--- src/rtl/calc_seq_responder.sv ---
// -----------------------------------------------------------------------------
// calc_seq_responder
// Unit-side responder for the calculator start/result protocol. Accepts an
// operation, arbitrates for the shared resource against peer units, runs
// add/sub in one cycle and mul/div bit-serially, then pulses done for one
// cycle with registered result, remainder and sticky error flags.
//
// Ports:
//   clk, rst          rising-edge clock, synchronous active-high reset
//   start             request, sampled only in IDLE
//   mode[3:0]         0 add, 1 sub, 2 mul, 3 div, others invalid
//   a, b              operands (a = dividend, b = divisor)
//   peer_working      OR of peer units' working outputs
//   working           this unit owns the shared resource (EXEC/MUL/DIV)
//   busy              high in every state except IDLE
//   done              one-cycle completion pulse
//   result            sum / difference / low product / quotient
//   remainder         division remainder, 0 for other modes
//   div_by_zero       set for mode 3 with b == 0
//   bad_mode          set for mode > 3
// -----------------------------------------------------------------------------
module calc_seq_responder #(
    parameter int unsigned WIDTH     = 64,
    parameter bit          HIGH_PRIO = 1'b0
) (
    input  logic             clk,
    input  logic             rst,
    input  logic             start,
    input  logic [3:0]       mode,
    input  logic [WIDTH-1:0] a,
    input  logic [WIDTH-1:0] b,
    input  logic             peer_working,
    output logic             working,
    output logic             busy,
    output logic             done,
    output logic [WIDTH-1:0] result,
    output logic [WIDTH-1:0] remainder,
    output logic             div_by_zero,
    output logic             bad_mode
);

    localparam int unsigned CNT_W    = $clog2(WIDTH + 1);
    localparam logic [3:0]  MODE_ADD = 4'd0;
    localparam logic [3:0]  MODE_SUB = 4'd1;
    localparam logic [3:0]  MODE_MUL = 4'd2;
    localparam logic [3:0]  MODE_DIV = 4'd3;

    typedef enum logic [2:0] {
        S_IDLE,
        S_WAIT_PEER,
        S_EXEC,
        S_MUL,
        S_DIV,
        S_DONE
    } state_t;

    state_t           r_state;
    logic [3:0]       r_mode;
    logic [WIDTH-1:0] r_opa;
    logic [WIDTH-1:0] r_opb;
    logic [WIDTH-1:0] r_acc;      // product accumulator / partial remainder
    logic [WIDTH-1:0] r_sh;       // shifted multiplicand / dividend-to-quotient
    logic [WIDTH-1:0] r_mplier;   // multiplier, consumed LSB first
    logic [CNT_W-1:0] r_cnt;
    logic             r_working;
    logic             r_busy;
    logic             r_done;
    logic [WIDTH-1:0] r_result;
    logic [WIDTH-1:0] r_remainder;
    logic             r_div_by_zero;
    logic             r_bad_mode;

    // Route an accepted operation to its execution state; errors resolve in EXEC.
    function automatic state_t f_dispatch(input logic [3:0] m, input logic b_zero);
        state_t s;
        s = S_EXEC;
        case (m)
            MODE_MUL: s = S_MUL;
            MODE_DIV: s = b_zero ? S_EXEC : S_DIV;
            default:  s = S_EXEC;
        endcase
        return s;
    endfunction

    // Datapath terms for one iteration.
    logic [WIDTH-1:0] w_sum;
    logic [WIDTH-1:0] w_diff;
    logic [WIDTH-1:0] w_mul_acc;
    logic [WIDTH:0]   w_div_shift;
    logic             w_div_ge;
    logic [WIDTH-1:0] w_div_rem;
    logic [WIDTH-1:0] w_div_quo;
    logic             w_last;
    state_t           w_dispatch_idle;
    state_t           w_dispatch_wait;

    assign w_sum       = r_opa + r_opb;
    assign w_diff      = r_opa - r_opb;
    assign w_mul_acc   = r_mplier[0] ? (r_acc + r_sh) : r_acc;
    // Restoring step: bring in the next dividend bit, subtract if it fits.
    // When it fits the difference is below b, so the low WIDTH bits suffice.
    assign w_div_shift = {r_acc, r_sh[WIDTH-1]};
    assign w_div_ge    = (w_div_shift >= {1'b0, r_opb});
    assign w_div_rem   = w_div_ge ? (w_div_shift[WIDTH-1:0] - r_opb)
                                  : w_div_shift[WIDTH-1:0];
    assign w_div_quo   = {r_sh[WIDTH-2:0], w_div_ge};
    assign w_last      = (r_cnt == CNT_W'(WIDTH - 1));

    assign w_dispatch_idle = f_dispatch(mode, (b == '0));
    assign w_dispatch_wait = f_dispatch(r_mode, (r_opb == '0));

    // Control FSM with registered outputs.
    always_ff @(posedge clk) begin
        if (rst) begin
            r_state       <= S_IDLE;
            r_mode        <= '0;
            r_opa         <= '0;
            r_opb         <= '0;
            r_acc         <= '0;
            r_sh          <= '0;
            r_mplier      <= '0;
            r_cnt         <= '0;
            r_working     <= 1'b0;
            r_busy        <= 1'b0;
            r_done        <= 1'b0;
            r_result      <= '0;
            r_remainder   <= '0;
            r_div_by_zero <= 1'b0;
            r_bad_mode    <= 1'b0;
        end else begin
            r_done <= 1'b0;
            case (r_state)
                S_IDLE: begin
                    if (start) begin
                        r_mode        <= mode;
                        r_opa         <= a;
                        r_opb         <= b;
                        r_acc         <= '0;
                        r_sh          <= a;
                        r_mplier      <= b;
                        r_cnt         <= '0;
                        r_div_by_zero <= 1'b0;
                        r_bad_mode    <= 1'b0;
                        r_busy        <= 1'b1;
                        if (peer_working && !HIGH_PRIO) begin
                            r_state   <= S_WAIT_PEER;
                            r_working <= 1'b0;
                        end else begin
                            r_state   <= w_dispatch_idle;
                            r_working <= 1'b1;
                        end
                    end
                end

                S_WAIT_PEER: begin
                    if (!peer_working) begin
                        r_state   <= w_dispatch_wait;
                        r_working <= 1'b1;
                    end
                end

                S_EXEC: begin
                    case (r_mode)
                        MODE_ADD: begin
                            r_result    <= w_sum;
                            r_remainder <= '0;
                        end
                        MODE_SUB: begin
                            r_result    <= w_diff;
                            r_remainder <= '0;
                        end
                        MODE_DIV: begin
                            // Only a zero divisor reaches EXEC in divide mode.
                            r_result      <= '1;
                            r_remainder   <= r_opa;
                            r_div_by_zero <= 1'b1;
                        end
                        default: begin
                            r_result    <= '0;
                            r_remainder <= '0;
                            r_bad_mode  <= 1'b1;
                        end
                    endcase
                    r_state   <= S_DONE;
                    r_working <= 1'b0;
                    r_done    <= 1'b1;
                end

                S_MUL: begin
                    r_acc    <= w_mul_acc;
                    r_sh     <= r_sh << 1;
                    r_mplier <= r_mplier >> 1;
                    r_cnt    <= r_cnt + CNT_W'(1);
                    if (w_last) begin
                        r_result    <= w_mul_acc;
                        r_remainder <= '0;
                        r_state     <= S_DONE;
                        r_working   <= 1'b0;
                        r_done      <= 1'b1;
                    end
                end

                S_DIV: begin
                    r_acc <= w_div_rem;
                    r_sh  <= w_div_quo;
                    r_cnt <= r_cnt + CNT_W'(1);
                    if (w_last) begin
                        r_result    <= w_div_quo;
                        r_remainder <= w_div_rem;
                        r_state     <= S_DONE;
                        r_working   <= 1'b0;
                        r_done      <= 1'b1;
                    end
                end

                S_DONE: begin
                    r_state <= S_IDLE;
                    r_busy  <= 1'b0;
                end

                default: begin
                    r_state   <= S_IDLE;
                    r_working <= 1'b0;
                    r_busy    <= 1'b0;
                end
            endcase
        end
    end

    assign working     = r_working;
    assign busy        = r_busy;
    assign done        = r_done;
    assign result      = r_result;
    assign remainder   = r_remainder;
    assign div_by_zero = r_div_by_zero;
    assign bad_mode    = r_bad_mode;

endmodule
--- config.mk ---
export PLATFORM = sky130hd
export DESIGN_NAME = calc_seq_responder
export DESIGN_NICKNAME = d
export VERILOG_FILES = /design/src/rtl/calc_seq_responder.sv
export SDC_FILE = /design/constraint.sdc
export NUM_CORES = 2
export LEC_CHECK = 0
export BUFFER_PORTS_ARGS = -buffer_cell sky130_fd_sc_hd__buf_2
export CAP_MARGIN = 20
export CORE_MARGIN = 1.5
export CORE_UTILIZATION = 30
export CTS_BUF_LIST = sky130_fd_sc_hd__clkbuf_16
export DETAILED_ROUTE_END_ITERATION = 8
export MAX_ROUTING_LAYER = met4
export SLEW_MARGIN = 5
export SYNTH_ARGS = -nofsm -noshare
export SYNTH_HDL_FRONTEND = slang
export SYNTH_SLANG_ARGS = --single-unit
export TNS_END_PERCENT = 100
--- constraint.sdc ---
create_clock -name clk -period 15.5 [get_ports clk]
set_input_delay 0.775 -clock clk [delete_from_list [all_inputs] [get_ports clk]]
set_output_delay 0.775 -clock clk [all_outputs]
set_load 0.05 [all_outputs]
==> out/metrics.csv <==
metric,value,unit
Routability Congestion,1.05,
Worst path max stage delay,0.88,ns
die footprint,0.110,mm²
DRC Markers,0,
grt total ovfl,0,
fill count,11593,
total negative setup slack,0,ns
H-tree depth,2,
number of synthesized flops with an enable pin,0,
Comb pwr share,65.4,%
Final Hold Viols,0,
initial drt markers,3983,
switch share,55.2,%
FP Rows,120,
number of vias per cell,5.82,
DR vias,34690,
clock insertion delay at the later pin of the skew report,0.63,ns
Psw,0.00534,W
clk root buf,clkbuf_16,
Post-Syn Instances,4455,
final hold slack,0.384,ns
Pleak,14.6,nW
clock slew at reported path FFs,0.06,ns
vias in the first global route,31556,
status,finished clean,
worst-margin pin slew,1.11,ns
asr flop ratio synth,0,%
crit path kind,flop to flop,
GRT Total Usage,26.8,%
"Net Count, Synth",4786,
Syn. warnings,0,
clock skew,0.0232,ns
Worst Path Required,16.04,ns
relative slew slack,26.2,%
Initial Utilization,30.3,%
placed insts,5861,
Slowest cell on crit path,nor3_2,
"critical path fanouts, max",37,
most frequent cells in the layout,"nand2_1 (851), a21oi_1 (497), dfxtp_1 (466), nor2_1 (382), buf_2 (267)",
synthesized area per cell,7.30,µm²
Hold Path Class,primary input to flop,
Seq pwr share,20.9,%
Clk pwr share,13.7,%
WL/cell,25.1,µm
maximum vdd drop,246,µV
initial antenna violation count,6,
clk sink count,467,
I/O Pins,269,
Setup-failing EPs final,0,
Multi-input gate area,0.0217,mm²
Pwr per Cell Area,263,mW/mm²
CP cell instances,nor3_2 -> and2_1 -> buf_4 -> a31oi_1 -> xnor2_1 -> ha_1 -> and4_1 -> nand3_1 -> a21oi_1 -> o311ai_0 -> a31oi_1 -> o21ai_1 -> o31a_1 -> o41ai_1 -> xnor2_1 -> nand2_1 -> a311oi_1,
Fmax,153,MHz
Die X,332,µm
first-pass GRT wire length,218000,µm
P&R area growth vs syn,12.9,%
CTS resizes,0,
Mapped Area,0.0325,mm²
P_int,0.00432,W
final slew viol count,0,
placed wire-length estimate,115000,µm
register area share after synthesis,28.7,%
core area,0.107,mm²
Worst setup SP type,flop,
CTS tree,done,
fin crit share,42.1,%
post-synth cell types,98,
layout cells sized above 1,10.2,%
Post-CTS Setup Bufs,0,
"most common cell after layout, fill and taps aside",nand2_1,
max_cap viols,0,
Final ANT Viol Nets,0,
largest net degree at the start of global routing,158,
synthesis-stage register bit count,467,
drt first pass iters,6,
Critical Path AT,7.06,ns
CP Capture Type,flop,
Die H,332,µm
Seq. cell area,0.00935,mm²
"Power, Total",0.00966,W
RSZ-0062 raised after global routing,false,
Hold Buf Count CTS,0,
IO Port Bufs,268,
fin crit period,6.52,ns
predominant post-synthesis flop cell,dfxtp_1,
Final #Nets,4848,
number of CTS-inserted buffers,55,
non-filler instance count after layout,5965,
drt total wl,150000,µm
worst-case clock buffer depth,3,
## per-layer routing
metal	up-vias	track usage (%)	wire, µm
met1	16801	38.3	70500
met2	1440	39.2	63300
met5	-	-	0
met3	219	3.63	11600
li1	16230	-	-
met4	0	7.29	4410
## final timing paths
check | start | to | slack, ns | cells after the start
max reg2reg | r_mode[3] | result[63] | 8.98 | 17
min | a[61] | r_opa[61] | 0.38 | 3
min reg2reg | r_opb[25] | r_opb[25] | 0.47 | 2
max | r_mode[3] | result[63] | 8.98 | 17
## final cells by class
| cell class | count | area share (%) |
|---|---|---|
| Clock inverter | 42 | 1.03 |
| Timing Repair Buffer | 313 | 4.70 |
| Inverter | 117 | 1.20 |
| Clock buffer | 57 | 3.88 |
| Sequential cell | 467 | 25.5 |
| Multi-Input combinational cell | 3563 | 58.9 |
| Tap cell | 1403 | 4.78 |
| Antenna cell | 3 | 0.0204 |
## sequential cells by signal, summed over array words and instances (netlist names), 7 cells and up
signal	flops
r_opa	64
r_sh	64
remainder	64
r_acc	64
r_mplier	64
result	64
r_cnt	7
r_opb	64
## power groups by stage
stage	Sequential (W)	Combinational (W)	Clock, W
2_1_floorplan	0.00221	0.00399	0
3_3_place_gp	0.00202	0.00618	0
3_5_place_dp	0.00202	0.00617	0
4_1_cts	0.00200	0.00620	0.00135
5_1_grt	0.00205	0.00678	0.00140
6_report	0.00201	0.00632	0.00133
## cell usage after synthesis (34+ instances only)
cell,instances,area (µm²)
o21bai_1,46,345
a221oi_1,48,420
clkbuf_1,272,1020
mux2i_1,34,340
a311oi_1,90,788
a21oi_1,497,2490
a21o_1,94,706
a211oi_1,110,826
inv_1,117,439
ha_1,192,2400
a31oi_1,134,838
o21ai_0,195,976
nand4_1,79,494
nand2_1,853,3200
nand3_1,49,245
xor2_1,68,596
xnor2_1,165,1450
dfxtp_1,467,9350
nor3_1,61,305
nor2_1,387,1450
## critical path, delay by kind of cell, from the launching register on
kind | cells | cell delay [ns]
adder cells (fa/ha/maj) | 1 | 0.36
XOR/XNOR | 2 | 0.35
buffers and inverters | 1 | 0.46
AND/OR/NAND/NOR | 5 | 1.53
flip-flops | 1 | 0.34
AO/OA/AOI/OAI | 8 | 3.37
## through the flow
step           utilization, %  instance area (µm²)  worst slack, ns
6_report                 34.2                36700             8.98
5_1_grt                  34.2                36700             8.96
4_1_cts                  34.2                36700             9.17
3_5_place_dp             32.5                34900             9.20
3_3_place_gp             32.5                34900             8.70
2_1_floorplan               -                32500            10.59
## cell families (layout without fill, tap and decap cells)
logic type / count (synthesis) / in the layout / synth area share (%)
buffers and inverters: 425 / 529 / 5.05
AND/OR/NAND/NOR: 1625 / 1625 / 21.8
adder cells (fa/ha/maj): 195 / 195 / 7.57
flip-flops: 467 / 467 / 28.7
other: 0 / 3 / 0
XOR/XNOR: 233 / 233 / 6.27
multiplexers: 48 / 48 / 1.53
AO/OA/AOI/OAI: 1462 / 1462 / 29.1
Power figures use the tool's default switching activity.
